===== src/rtl/ahb_apb_pkg.sv =====
// ahb_apb_pkg: shared types and bus encodings for the AHB-Lite to APB bridge.
//   bridge_state_t : bridge FSM states
//   HTRANS_*       : AHB transfer type encodings
//   HRESP_*        : AHB response encodings
package ahb_apb_pkg;

  typedef enum logic [2:0] {
    ST_IDLE   = 3'd0,
    ST_WDATA  = 3'd1,
    ST_SETUP  = 3'd2,
    ST_ACCESS = 3'd3,
    ST_ERR1   = 3'd4,
    ST_ERR2   = 3'd5
  } bridge_state_t;

  localparam logic [1:0] HTRANS_IDLE   = 2'b00;
  localparam logic [1:0] HTRANS_BUSY   = 2'b01;
  localparam logic [1:0] HTRANS_NONSEQ = 2'b10;
  localparam logic [1:0] HTRANS_SEQ    = 2'b11;

  localparam logic HRESP_OKAY  = 1'b0;
  localparam logic HRESP_ERROR = 1'b1;

endpackage


===== src/rtl/apb_strb_gen.sv =====
// apb_strb_gen: combinational byte-strobe generator.
//   addr_lo_i : low address bits selecting the first byte lane
//   hsize_i   : AHB transfer size (2^hsize_i bytes)
//   strb_o    : one bit per byte lane of the DATA_W data bus
module apb_strb_gen
  import ahb_apb_pkg::*;
#(
  parameter  int DATA_W = 32,
  localparam int NB     = DATA_W / 8,
  localparam int OFF_W  = (NB > 1) ? $clog2(NB) : 1
) (
  input  logic [OFF_W-1:0] addr_lo_i,
  input  logic [2:0]       hsize_i,
  output logic [NB-1:0]    strb_o
);

  logic [31:0] off;
  logic [31:0] len;

  always_comb begin
    // A one-lane bus has no lane offset at all.
    off = (NB > 1) ? 32'(addr_lo_i) : 32'd0;
    len = 32'd1 << hsize_i;
  end

  // Lane gi is active when it falls inside [off, off + len).
  for (genvar gi = 0; gi < NB; gi++) begin : g_lane
    assign strb_o[gi] = (32'(gi) >= off) && (32'(gi) < off + len);
  end

endmodule


===== src/rtl/ahb_apb_bridge_param.sv =====
// ahb_apb_bridge_param: AHB-Lite slave to APB master bridge.
//   AHB side : hsel_i, haddr_i, htrans_i, hwrite_i, hsize_i, hwdata_i, hready_i
//              -> hreadyout_o, hresp_o, hrdata_o
//   APB side : psel_o, penable_o, paddr_o, pwrite_o, pwdata_o, pstrb_o
//              <- prdata_i, pready_i, pslverr_i
// Supports APB wait states, pslverr -> two-cycle AHB ERROR, byte strobes,
// oversize-transfer rejection and an optional ACCESS timeout.
module ahb_apb_bridge_param
  import ahb_apb_pkg::*;
#(
  parameter int ADDR_W      = 32,
  parameter int DATA_W      = 32,
  parameter int TIMEOUT_CYC = 0
) (
  input  logic                clk,
  input  logic                preset_n,
  input  logic                hsel_i,
  input  logic [ADDR_W-1:0]   haddr_i,
  input  logic [1:0]          htrans_i,
  input  logic                hwrite_i,
  input  logic [2:0]          hsize_i,
  input  logic [DATA_W-1:0]   hwdata_i,
  input  logic                hready_i,
  output logic                hreadyout_o,
  output logic                hresp_o,
  output logic [DATA_W-1:0]   hrdata_o,
  output logic                psel_o,
  output logic                penable_o,
  output logic [ADDR_W-1:0]   paddr_o,
  output logic                pwrite_o,
  output logic [DATA_W-1:0]   pwdata_o,
  output logic [DATA_W/8-1:0] pstrb_o,
  input  logic [DATA_W-1:0]   prdata_i,
  input  logic                pready_i,
  input  logic                pslverr_i
);

  localparam int NB       = DATA_W / 8;
  localparam int OFF_W    = (NB > 1) ? $clog2(NB) : 1;
  localparam int MAX_SIZE = $clog2(NB);
  localparam int CNT_W    = (TIMEOUT_CYC > 0) ? $clog2(TIMEOUT_CYC + 1) : 1;

  bridge_state_t     state_q, state_d;
  logic [ADDR_W-1:0] paddr_q, paddr_d;
  logic              pwrite_q, pwrite_d;
  logic [DATA_W-1:0] pwdata_q, pwdata_d;
  logic [NB-1:0]     pstrb_q, pstrb_d;
  logic [DATA_W-1:0] hrdata_q, hrdata_d;
  logic [CNT_W-1:0]  cnt_q, cnt_d;

  logic [NB-1:0] strb_w;
  logic          xfer_valid;
  logic          oversize;
  logic          timeout_hit;

  apb_strb_gen #(.DATA_W(DATA_W)) u_strb (
    .addr_lo_i (haddr_i[OFF_W-1:0]),
    .hsize_i   (hsize_i),
    .strb_o    (strb_w)
  );

  assign xfer_valid = hsel_i && hready_i &&
                      ((htrans_i == HTRANS_NONSEQ) || (htrans_i == HTRANS_SEQ));
  assign oversize   = hsize_i > 3'(MAX_SIZE);
  // cnt_q counts completed ACCESS cycles; this cycle would be number cnt_q+1.
  assign timeout_hit = (TIMEOUT_CYC > 0) && ((int'(cnt_q) + 1) >= TIMEOUT_CYC);

  always_comb begin
    state_d  = state_q;
    paddr_d  = paddr_q;
    pwrite_d = pwrite_q;
    pwdata_d = pwdata_q;
    pstrb_d  = pstrb_q;
    hrdata_d = hrdata_q;
    cnt_d    = cnt_q;
    case (state_q)
      ST_IDLE: begin
        if (xfer_valid) begin
          paddr_d  = haddr_i;
          pwrite_d = hwrite_i;
          pstrb_d  = hwrite_i ? strb_w : '0;
          if (oversize)      state_d = ST_ERR1;
          else if (hwrite_i) state_d = ST_WDATA;
          else               state_d = ST_SETUP;
        end
      end
      ST_WDATA: begin
        pwdata_d = hwdata_i;
        state_d  = ST_SETUP;
      end
      ST_SETUP: begin
        cnt_d   = '0;
        state_d = ST_ACCESS;
      end
      ST_ACCESS: begin
        if (pready_i) begin
          if (pslverr_i) begin
            state_d = ST_ERR1;
          end else begin
            if (!pwrite_q) hrdata_d = prdata_i;
            state_d = ST_IDLE;
          end
        end else if (timeout_hit) begin
          state_d = ST_ERR1;
        end else begin
          cnt_d = cnt_q + CNT_W'(1);
        end
      end
      ST_ERR1: state_d = ST_ERR2;
      ST_ERR2: state_d = ST_IDLE;
      default: state_d = ST_IDLE;
    endcase
  end

  always_ff @(posedge clk or negedge preset_n) begin
    if (!preset_n) begin
      state_q  <= ST_IDLE;
      paddr_q  <= '0;
      pwrite_q <= 1'b0;
      pwdata_q <= '0;
      pstrb_q  <= '0;
      hrdata_q <= '0;
      cnt_q    <= '0;
    end else begin
      state_q  <= state_d;
      paddr_q  <= paddr_d;
      pwrite_q <= pwrite_d;
      pwdata_q <= pwdata_d;
      pstrb_q  <= pstrb_d;
      hrdata_q <= hrdata_d;
      cnt_q    <= cnt_d;
    end
  end

  // Control outputs decode straight from the state so reset takes effect at once.
  assign hreadyout_o = (state_q == ST_IDLE) || (state_q == ST_ERR2);
  assign hresp_o     = ((state_q == ST_ERR1) || (state_q == ST_ERR2)) ? HRESP_ERROR : HRESP_OKAY;
  assign psel_o      = (state_q == ST_SETUP) || (state_q == ST_ACCESS);
  assign penable_o   = (state_q == ST_ACCESS);
  assign paddr_o     = paddr_q;
  assign pwrite_o    = pwrite_q;
  assign pwdata_o    = pwdata_q;
  assign pstrb_o     = pstrb_q;
  assign hrdata_o    = hrdata_q;

endmodule


===== config.mk =====
export PLATFORM = sky130hd
export DESIGN_NAME = ahb_apb_bridge_param
export DESIGN_NICKNAME = d
export VERILOG_FILES = /design/src/rtl/ahb_apb_pkg.sv /design/src/rtl/apb_strb_gen.sv /design/src/rtl/ahb_apb_bridge_param.sv
export SDC_FILE = /design/constraint.sdc
export NUM_CORES = 1
export LEC_CHECK = 0
export ABC_AREA = 1
export CORE_MARGIN = 2
export CORE_UTILIZATION = 40
export DETAILED_ROUTE_END_ITERATION = 16
export PLACE_DENSITY = 0.8
export SYNTH_ARGS = -nofsm -noshare
export SYNTH_HDL_FRONTEND = slang
export SYNTH_SLANG_ARGS = --single-unit

===== constraint.sdc =====
create_clock -name clk -period 1.7 [get_ports clk]
set_input_delay 0.255 -clock clk [delete_from_list [all_inputs] [get_ports clk]]
set_output_delay 0.255 -clock clk [all_outputs]
set_load 0.005 [all_outputs]

Word level (Yosys, flattened, before mapping)
Cells that the tools add are included.

Add/sub/neg operators: 1. Magnitude comparators: 9. Equal/unequal tests: 9. Shifts and indexed selects: 1. Mux-type cells: 8. Bitwise gates (word level): 2. Reductions and logical operators: 14.

Operators by type and width (count): 1-bit by 32-bit < comparator with 1-bit output (first input constant) (2); 2-bit by 32-bit < comparator with 1-bit output (first input constant) (2); 2-bit by 32-bit adder with 32-bit output (1); 1-bit by 3-bit left shift with 32-bit output (first input constant) (1); 3-bit one-hot mux with 5 select lines (1); 3-bit two-way mux (4); 3-bit by 2-bit equality test with 1-bit output (second input constant) (2); 3-bit equality test (second input constant) (2); 1-bit logical AND (6); 2-bit equality test (second input constant) (2); 1-bit by 2-bit greater-or-equal comparator with 1-bit output (first input constant) (2); 2-bit greater-or-equal comparator (first input constant) (2); 1-bit logical OR (4); 4-bit two-way mux (1); 2-bit AND reduction (2); 4-bit AND reduction (1); 3-bit by 1-bit equality test with 1-bit output (second input constant) (1); 3-bit by 2-bit > comparator with 1-bit output (second input constant) (1); 3-bit zero test (1); 2-bit two-way mux (1); 2-bit by 1-bit inequality test with 1-bit output (second input constant) (1); 2-bit inequality test (second input constant) (1); 1-bit NOT (2); 1-bit two-way mux (1).

Flip-flop bits (word level): 104. Bits of input ports: 108. Output and inout port bits: 105. Word-level logic and storage cells: 50.

Logic depth before layout (Yosys ltp)
Word-level depth: 5. Mapped depth: 12. Depth with buffers taken out: 12.

By module
A second synthesis with hierarchy kept.

Cell total of the unflattened synthesis: 502. Area total of the unflattened synthesis: 4588.2 um^2.

By module, submodules not included: ahb_apb_bridge_param (times used 1, cells an instance 474, area each 4433.0 um^2, seq. area each 2602.5 um^2); apb_strb_gen (times used 1, cells an instance 28, area each 155.1 um^2, seq. area each 0.0 um^2).

Worst setup path before layout
No wires, ideal clock.

Path type: input -> register. From: input port hsize_i[1]. To: register pstrb_q[2] (netlist: pstrb_o[2]). Library setup time: 0.116 ns. Arrival: 1.482 ns. Data required time: 1.584 ns. Path slack: 0.102 ns. Cell stages on the path: 12. Path buffers: 0. Path through: nor2_1 -> inv_1 -> nor2_1 -> ha_1 -> inv_1 -> fa_1 -> nor2_1 -> nand2_1 -> nand2_1 -> o21ai_0 -> nand2_1 -> nand2_1.

Longest elaborated chain between the ends: 5.

RTL lines: start, declared (RTL line ahb_apb_bridge_param.sv:21) `input logic [2:0] hsize_i,`; 1-bit by 3-bit left shift with 32-bit output (RTL line apb_strb_gen.sv:23) `len = 32'd1 << hsize_i;`; 2-bit by 32-bit adder with 32-bit output (RTL line apb_strb_gen.sv:28) `assign strb_o[gi] = (32'(gi) >= off) && (32'(gi) < off + len);`; 2-bit by 32-bit < comparator with 1-bit output (RTL line apb_strb_gen.sv:28); 1-bit logical AND (RTL line apb_strb_gen.sv:28); 4-bit two-way mux (RTL line ahb_apb_bridge_param.sv:81) `pstrb_d = hwrite_i ? strb_w : '0;`; end signal, assigned (RTL line ahb_apb_bridge_param.sv:129) `pstrb_q <= pstrb_d;`; end, declared (RTL line ahb_apb_bridge_param.sv:47) `logic [NB-1:0] pstrb_q, pstrb_d;`.

No other way between the ends. A chain may end at the register's enable or synchronous reset.

Worst setup path in the final report
Same ends and word-level chain as after synthesis.

==> key figures <==
Power
  – Pwr dens: 1510 nW/um^2
  – LEAKAGE: 3.27 nW
  – Max VDD drop: 0.883 mV

Drt
  – Highest routed layer: met4
  – Via count: 3767
  – 1st-iter DRT viols: 208
  – Wire length on met2: 5830 um
  – Vias/cell: 4.73
  – Total routed wirelength: 11600 um
  – Met3 WL: 832 um
  – First drt pass iteration count: 5
  – Wire length per cell: 14.6 um
  – WL met1: 4630 um
  – DRC viols: 0
  – Remaining antenna violation count after routing: 0

Final layout
  – Multi-input gate area: 1510 um^2
  – Final Core Density: 66.6%
  – NumNets Final: 767
  – Layout cells sized above 1: 14.4%
  – Reg area: 2610 um^2
  – Antenna diodes: 0
  – # fillers: 844
  – Area Overhead vs Synth: 61.5%

Die
  – Initial Util: 41.2%
  – Die Ht: 107 um
  – Total I/O pin count: 213
  – # rows: 37
  – Core area: 10400 um^2
  – Die width: 107 um
  – Die ar.: 11500 um^2

Global route
  – Vias in the first global route: 3929
  – Antenna violations before repair: 0
  – First-pass GRT wire length: 18700 um
  – Remaining Overflow, GRT: 0
  – Tot GR Track Use: 20.5%
  – Largest net degree at the start of global routing: 50

Timing
  – Clock skew: 13.8 ps
  – Final hold vios: 0
  – WHS: 284 ps
  – Final Cycle Share: 97.8%
  – Fmax achieved: 601 MHz
  – Max_slew headroom: 59.7%
  – Final setup fails: 0
  – Final Max Slew Viols: 0
  – Sum Neg Setup Slack: 0 ps
  – Worst slew pin tran: 604 ps
  – Post-route minimum period: 1660 ps

Yosys
  – Mapped Area: 4270 um^2
  – Seq/Total Area, Yosys: 60.9%
  – Synth warn: 0
  – Avg Inst Size Synth: 9.99 um^2
  – Net Count, Synth: 539
  – Post-Synthesis Cells: 428
  – Post-synth EDFFs: 0
  – FFs w/ async S/R, synth: 100%
  – Top_reg_cell synth: dfrtp_1
  – Synth cell types: 21
  – Yosys reg bits: 104

Worst setup path
  – WS Path Type: in -> reg
  – Kind of end point of the critical path: flip-flop
  – Startpoint types: primary input
  – Max FO, Critical Path: 4
  – Crit path arrival time: 1920 ps
  – CP required: 1960 ps

Clock tree
  – Clk slew on worst S/H paths: 100 ps
  – CTS Sinks: 104
  – Clk buf depth: 2
  – Clock Latency Late Sink: 360 ps
  – Clk root buf: clkbuf_8
  – CTS H-tree lvls: 3
  – CTS tree: done
  – CTS buffer count: 9

Run
  – MaxCap Viol Count: 0

Placed design
  – Gp weighted congestion: 0.789
  – Dpl hpwl: 8550 um
  – IO Port Bufs: 211

Hold path
  – Worst hold path class: in -> async

Run status
  – Status: finished clean
==> cell type report <==
type | count | area share, %
clock buffer | 10 | 1.85
clock inverter | 5 | 0.924
inverter | 17 | 0.924
multi-input combinational | 287 | 21.8
sequential | 104 | 37.7
tap | 136 | 2.47
timing repair buffer | 237 | 34.3
==> critical path, stage by stage <==
cell,delay (ps)
dlygate4sd2_1,250
nor2_2,150
inv_2,70
nor2_2,100
ha_2,180
inv_1,50
fa_2,360
nor2_2,140
nand2_2,90
nand2_4,90
o21ai_1,70
nand2_1,60
nand2_1,50
==> path summary, 6_finish.rpt <==
kind                                    startpoint                        to  slack, ps  depth (start not counted)
setup / recovery                        hsize_i[1]    pstrb_o[2]$_DFFE_PN0P_         40                         13
hold / removal                            preset_n  hrdata_o[11]$_DFFE_PN0P_        280                          2
setup reg to reg            state_q[1]$_DFFE_PN0P_  hrdata_o[30]$_DFFE_PN0P_        170                          7
hold reg to reg            paddr_o[17]$_DFFE_PN0P_   paddr_o[17]$_DFFE_PN0P_        480                          2
max in group asynchronous                 preset_n    paddr_o[4]$_DFFE_PN0P_        890                          3
min in group clk                       haddr_i[14]   paddr_o[14]$_DFFE_PN0P_        420                          3
==> state kept, by name, summed over array words and instances, names as in the netlist <==
| name | count |
|---|---|
| pwrite_o | 1 |
| paddr_o | 32 |
| pwdata_o | 32 |
| state_q | 3 |
| pstrb_o | 4 |
| hrdata_o | 32 |
==> synthesized netlist by cell type, types with 2 or more instances <==
master,instances,area share (%)
inv_2,4,0.35
ha_1,2,0.59
nor2_4,2,0.53
nand3_1,42,4.9
nor2_1,8,0.70
nand2_1,189,17
mux2_2,32,8.4
clkbuf_1,3,0.26
buf_6,8,2.1
o21ai_0,5,0.59
buf_2,4,0.47
inv_1,13,1.1
dfrtp_1,104,61
buf_4,3,0.53
a21oi_1,3,0.35
==> placed cells by master (no fill, tap or decap), types with 3 or more instances in the layout <==
cell,synthesis,layout
buf_4,3,21
buf_12,0,5
nor2_1,8,4
inv_1,13,12
nor2_2,0,4
dlygate4sd2_1,0,4
clkdlybuf4s50_1,0,203
inv_6,0,3
inv_2,4,5
dfrtp_1,104,102
nand2_1,189,185
a21oi_1,3,3
o21ai_0,5,4
nand2_2,0,3
nand3_1,42,41
mux2_2,32,32
clkbuf_8,0,9
==> routing by layer <==
metal,up-vias,global-route usage [%]
met3,31,5.02
met1,1775,24.1
li1,1809,-
met5,-,0
met4,0,8.15
met2,152,35.9
==> through the flow <==
| step | power, W | instances | area, um^2 | worst slack (ps) |
|---|---|---|---|---|
| floorplan | 0.00582 | 428 | 4270 | 102 |
| global placement | 0.00871 | 770 | 6570 | -498 |
| detailed placement | 0.00888 | 770 | 6570 | -635 |
| CTS | 0.0105 | 793 | 6850 | 2.52 |
| global route | 0.0111 | 796 | 6900 | -20.7 |
| finish | 0.0104 | 796 | 6900 | 36.8 |
==> where the power goes <==
part	switching (W)	total, W	leakage (nW)	internal (W)
registers	0.000662	0.00426	1.29	0.00360
logic	0.00166	0.00462	1.89	0.00295
clock network	0.000834	0.00152	0.0938	0.000690
total	0.00316	0.0104	3.27	0.00724
==> kinds of logic (layout without fill, tap and decap cells) <==
family	count (synthesis)	in the layout	synth area share (%)
simple gates	244	244	23.6
flops	104	104	60.9
buf+inv	37	269	5.06
mux	32	32	8.43
compound gates	8	8	0.937
fa+ha+maj	3	3	1.05
==> what timing repair did <==
action,CTS,global route
buffers inserted,7,3
endpoints found under the hold margin,13,0
pin swaps,7,6
setup endpoints to repair,40,36
resized for setup,15,14
hold buffers,1,0
No activity file was read; power rests on OpenSTA's default activity.
